[src/rtl/vscale_hasti_arbiter.sv]
// Two-master HASTI (AHB-Lite) arbiter in front of a single slave port (SRAM p0).
// Each master owns one capture slot; the slave sees at most one NONSEQ per ready cycle.
module vscale_hasti_arbiter (
    input  logic        hclk,
    input  logic        hresetn,
    input  logic [31:0] m0_haddr,
    input  logic        m0_hwrite,
    input  logic [2:0]  m0_hsize,
    input  logic [2:0]  m0_hburst,
    input  logic        m0_hmastlock,
    input  logic [3:0]  m0_hprot,
    input  logic [1:0]  m0_htrans,
    input  logic [31:0] m0_hwdata,
    output logic [31:0] m0_hrdata,
    output logic        m0_hready,
    output logic        m0_hresp,
    input  logic [31:0] m1_haddr,
    input  logic        m1_hwrite,
    input  logic [2:0]  m1_hsize,
    input  logic [2:0]  m1_hburst,
    input  logic        m1_hmastlock,
    input  logic [3:0]  m1_hprot,
    input  logic [1:0]  m1_htrans,
    input  logic [31:0] m1_hwdata,
    output logic [31:0] m1_hrdata,
    output logic        m1_hready,
    output logic        m1_hresp,
    output logic [31:0] s_haddr,
    output logic        s_hwrite,
    output logic [2:0]  s_hsize,
    output logic [2:0]  s_hburst,
    output logic        s_hmastlock,
    output logic [3:0]  s_hprot,
    output logic [1:0]  s_htrans,
    output logic [31:0] s_hwdata,
    input  logic [31:0] s_hrdata,
    input  logic        s_hready,
    input  logic        s_hresp
);
    // Widths follow the HASTI constants: ADDR/BUS 32, SIZE/BURST 3, PROT 4, TRANS 2, RESP 1.
    localparam logic [1:0] HTRANS_IDLE   = 2'b00;
    localparam logic [1:0] HTRANS_NONSEQ = 2'b10;
    localparam logic [1:0] HTRANS_SEQ    = 2'b11;

    typedef enum logic [1:0] {ST_IDLE, ST_PEND, ST_DATA} state_e;

    typedef struct packed {
        logic [31:0] haddr;
        logic        hwrite;
        logic [2:0]  hsize;
        logic [2:0]  hburst;
        logic        hmastlock;
        logic [3:0]  hprot;
    } addr_ph_t;

    addr_ph_t   m_req    [2];
    logic [1:0] m_htrans [2];
    state_e     state_q  [2];
    addr_ph_t   cap_q    [2];
    addr_ph_t   issued_q;
    addr_ph_t   s_req;
    logic       tie_last_q, tie_last_d;
    logic       own_vld_q, own_vld_d;
    logic       own_id_q, own_id_d;
    logic [1:0] rdy, pend, capture;
    logic       issue, gnt;

    assign m_req[0]    = {m0_haddr, m0_hwrite, m0_hsize, m0_hburst, m0_hmastlock, m0_hprot};
    assign m_req[1]    = {m1_haddr, m1_hwrite, m1_hsize, m1_hburst, m1_hmastlock, m1_hprot};
    assign m_htrans[0] = m0_htrans;
    assign m_htrans[1] = m1_htrans;

    always_comb begin
        for (int i = 0; i < 2; i++) begin
            rdy[i]     = (state_q[i] == ST_IDLE) || ((state_q[i] == ST_DATA) && s_hready);
            pend[i]    = (state_q[i] == ST_PEND);
            capture[i] = rdy[i] && ((m_htrans[i] == HTRANS_NONSEQ) || (m_htrans[i] == HTRANS_SEQ));
        end
        issue = s_hready && (pend != 2'b00);
        gnt   = (pend == 2'b11) ? ~tie_last_q : pend[1];
    end

    // The tie pointer only moves on contention, so alternation is between ties.
    always_comb begin
        own_vld_d  = own_vld_q;
        own_id_d   = own_id_q;
        tie_last_d = tie_last_q;
        if (issue) begin
            own_vld_d = 1'b1;
            own_id_d  = gnt;
            if (pend == 2'b11) tie_last_d = gnt;
        end else if (s_hready) begin
            own_vld_d = 1'b0;
        end
    end

    always_ff @(posedge hclk or negedge hresetn) begin
        if (!hresetn) begin
            for (int i = 0; i < 2; i++) begin
                state_q[i] <= ST_IDLE;
                cap_q[i]   <= '0;
            end
            issued_q   <= '0;
            tie_last_q <= 1'b1;
            own_vld_q  <= 1'b0;
            own_id_q   <= 1'b0;
        end else begin
            for (int i = 0; i < 2; i++) begin
                if (capture[i]) begin
                    state_q[i] <= ST_PEND;
                    cap_q[i]   <= m_req[i];
                end else if (issue && (gnt == 1'(i))) begin
                    state_q[i] <= ST_DATA;
                end else if ((state_q[i] == ST_DATA) && s_hready) begin
                    state_q[i] <= ST_IDLE;
                end
            end
            if (issue) issued_q <= cap_q[gnt];
            tie_last_q <= tie_last_d;
            own_vld_q  <= own_vld_d;
            own_id_q   <= own_id_d;
        end
    end

    // Address/control hold their last issued value whenever nothing is issued.
    assign s_req       = issue ? cap_q[gnt] : issued_q;
    assign s_haddr     = s_req.haddr;
    assign s_hwrite    = s_req.hwrite;
    assign s_hsize     = s_req.hsize;
    assign s_hburst    = s_req.hburst;
    assign s_hmastlock = s_req.hmastlock;
    assign s_hprot     = s_req.hprot;
    assign s_htrans    = issue ? HTRANS_NONSEQ : HTRANS_IDLE;
    assign s_hwdata    = !own_vld_q ? 32'd0 : (own_id_q ? m1_hwdata : m0_hwdata);

    assign m0_hrdata = s_hrdata;
    assign m1_hrdata = s_hrdata;
    assign m0_hready = rdy[0];
    assign m1_hready = rdy[1];
    assign m0_hresp  = own_vld_q && !own_id_q && s_hresp;
    assign m1_hresp  = own_vld_q && own_id_q && s_hresp;

endmodule

[config.mk]
export PLATFORM = sky130hd
export DESIGN_NAME = vscale_hasti_arbiter
export DESIGN_NICKNAME = d
export VERILOG_FILES = /design/src/rtl/vscale_hasti_arbiter.sv
export SDC_FILE = /design/constraint.sdc
export NUM_CORES = 1
export LEC_CHECK = 0
export ABC_CLOCK_PERIOD_IN_PS = 3000
export BUFFER_PORTS_ARGS = -buffer_cell sky130_fd_sc_hd__buf_4
export CAP_MARGIN = 5
export CORE_AREA = 3 3 131 133
export DETAILED_ROUTE_END_ITERATION = 6
export DIE_AREA = 0 0 134 136
export PLACE_DENSITY = 0.69
export SKIP_CTS_REPAIR_TIMING = 1
export SLEW_MARGIN = 20
export SYNTH_ARGS = -nofsm -noshare
export SYNTH_HDL_FRONTEND = slang
export SYNTH_SLANG_ARGS = --single-unit
[constraint.sdc]
create_clock -name hclk -period 3 [get_ports hclk]
set_input_delay 0.45 -clock hclk [delete_from_list [all_inputs] [get_ports hclk]]
set_output_delay 0.45 -clock hclk [all_outputs]
set_load 0.005 [all_outputs]
==> flow_summary.ini <==
[setup_path]
crit_path_max_fanout = 29
r2r-end = issued_q[10]$_DFF_PN0_
cp-start-kind = flop
r2r_slack_ns = 1.01
setup.worst_path.class = reg -> out
r2r_start = state_q[2]$_DFFE_PN0P_
crit_path_end_kind = output pin
crit_required_ns = 2.55
crit_arrival_ns = 2.41
worst-r2r-cell-count = 4

[placed_design]
place_area_sq_um = 8031
place.gp.congestion = 0.8496
dp_hpwl_mm = 14.35
portBuffers = 238

[routing]
top_layer = met4
drt_iter0_markers = 203
drcViolationCount = 0
num_vias = 4749
wl_met3_mm = 1.668
route.met2.wl_mm = 10.25
vias_per_cell = 5.196
wl_met1_mm = 7.218
wirelength_mm = 19.67
drt_pass1_iterations = 4
detail-route-antenna-nets = 0
wire_per_inst_microns = 21.52

[logic_synthesis]
ys.warnings.count = 0
synth_area_leaders = dfrtp_1 53%, mux2_2 13%, buf_4 7.6%, a221o_1 6.7%, mux2i_1 4.9%
synth_top_area_frac = 0.5265
synth_seq_area_share = 0.5305
synth_cell_types = 27
synth_area_per_cell_sq_um = 12.84
synthArstFlopShare = 1.000
postSynthCellCount = 511
synth_fp_nets = 703
ys_ff_latch = 139
synth_most_common_cell = dfrtp_1
synthFlopType = dfrtp_1
syn-cell-area_sq_um = 6559
synth_edf_count = 0
synth_top_area_cell = dfrtp_1
netlist_top_cells_count = 138 x dfrtp_1, 75 x mux2_2, 66 x buf_4

[cts]
cts_tree = yes
clk_path_buf_depth = 2
clk_latency_ns = 0.41
cts_sinks = 139
cts-htree-levels = 4
clk_pin_slew_worst_paths_ns = 0.05
cts-root-buf = clkbuf_16
numCtsBuffers = 17

[final_layout]
stdcell_area_sq_um = 8668
drive_gt1_frac = 0.5280
fillers = 1369
syn_to_final_growth_pct = 32.16
final_nets = 876

[grt]
grt_first_pass_wirelength_mm = 29.44
grt_pass1_vias = 5109
track_usage = 0.2110
antenna_found_initial = 1
grt_overflow = 0
grt_max_degree = 64

[power_and_ir_drop]
pwr-share-clk = 0.222
leakage_nw = 4.262
pwr_density_cell_nw_per_um2 = 1067
ir_drop_uv = 540.7
power_frac_seq = 0.359
p_comb_frac = 0.418
power_switching_mw = 2.943
sw_frac_of_total = 0.3183
p_int_mw = 6.304

[timing]
post-route-period-util = 0.9543
skew_ns = 0.007360
final-setup-viol-count = 0
slew_headroom = 0.3495
fin_tns_setup_ns = 0
worst_pin_slew_ns = 0.9747
fmax_mhz = 349.3
slew_violations = 0
fin_crit_ns = 2.863
hold_violations = 0

[floorplanning]
dieArea_sq_um = 18220
row_count = 46
coreArea_sq_um = 15940
boundaryPins = 338
start_util = 0.4114
die_w_microns = 134
die_y_microns = 136

[status]
status = complete, no violations

[worst_hold_path]
hold_class = in -> async

[run]
maxCapViolations = 0
registers in the layout, indices dropped and copies added (netlist names):
name        cells
tie_last_q      1
state_q         4
own_vld_q       1
cap_q          88
issued_q       44
own_id_q        1
layout by cell type, fill, tap and decap left out, drive strengths merged:
cell	netlist	layout
a211oi	2	2
a21o	2	2
a21oi	3	3
a221o	44	44
and3	45	45
and3b	1	1
buf	90	255
bufinv	0	2
clkbuf	11	21
clkinv	0	5
clkinvlp	0	4
conb	1	1
dfrtp	138	138
dfstp	1	1
diode	0	1
inv	5	5
mux2	88	88
mux2i	32	32
nand2	4	4
nand2b	1	1
nand3b	1	1
nor2	33	33
nor2b	2	2
o21ai	4	4
o21ba	1	1
or3b	1	1
xnor2	1	1
routing by layer:
metal | vias to the layer above | global-route usage
li1 | 2128 | -
met1 | 2370 | 0.2337
met2 | 220 | 0.3672
met3 | 31 | 0.07957
met4 | 0 | 0.08514
met5 | - | 0
how the worst max path moves through the flow:
stage                           start          end  slack, ns  depth (start not counted)
3_5_place_dp   state_q[0]$_DFFE_PN0P_   s_hsize[2]       0.49                          5
3_3_place_gp   state_q[0]$_DFFE_PN0P_   s_hsize[2]       0.54                          5
4_1_cts        state_q[0]$_DFFE_PN0P_   s_hsize[2]       0.02                          5
6_report       state_q[2]$_DFFE_PN0P_   s_hsize[2]       0.14                          5
2_1_floorplan  state_q[1]$_DFFE_PN0P_  s_haddr[22]       1.06                          5
5_1_grt        state_q[2]$_DFFE_PN0P_   s_hsize[2]     -0.006                          5
worst max-delay path, cell delays in order, from the launching register on:
cell     delay, ns
dfrtp_1       0.47
nor2b_1       0.42
o21ai_4       0.22
buf_4         0.30
a221o_1       0.43
buf_4         0.15
kinds of logic (layout without fill, tap and decap cells):
logic type | after synthesis | after routing | synth area share
other | 1 | 2 | 0.0005718
and+or+nand+nor | 88 | 88 | 0.07078
AOI/OAI and AO/OA | 56 | 56 | 0.08241
buffers and inverters | 106 | 292 | 0.1145
muxes | 120 | 120 | 0.1999
DFF | 139 | 139 | 0.5305
xor gates and xnor gates | 1 | 1 | 0.001336
through the flow:
stage	power (mW)	hold slack, ns	instances	setup slack, ns	util
floorplan	5.492	0.1544	511	1.056	-
finish	9.248	0.01473	914	0.1371	0.5437
detailed placement	7.201	0.4657	875	0.4941	0.5038
CTS	9.311	0.02584	907	0.01861	0.5407
global route	9.787	0.05141	914	-0.006406	0.5437
global placement	7.059	0.4601	875	0.5351	0.5038
cell type report:
type                            count  area (sq um)  share of cell area
Sequential cell                   139          3481              0.4016
Tap cell                          216         270.3             0.03118
Inverter                            5         18.77            0.002165
Timing Repair Buffer              255          1956              0.2256
Clock buffer                       21         470.5             0.05427
Antenna cell                        1         2.502           0.0002887
Clock inverter                     11         118.9             0.01371
Multi-Input combinational cell    266          2351              0.2712
power by group through the flow:
stage	logic, mW	clock network [mW]	registers, mW
after floorplan	2.35	0	3.15
after global placement	3.77	0	3.29
after detailed placement	3.85	0	3.35
after CTS	3.88	2.10	3.33
after global routing	4.16	2.18	3.44
final	3.87	2.06	3.32
No activity file was read; power rests on OpenSTA's default activity.
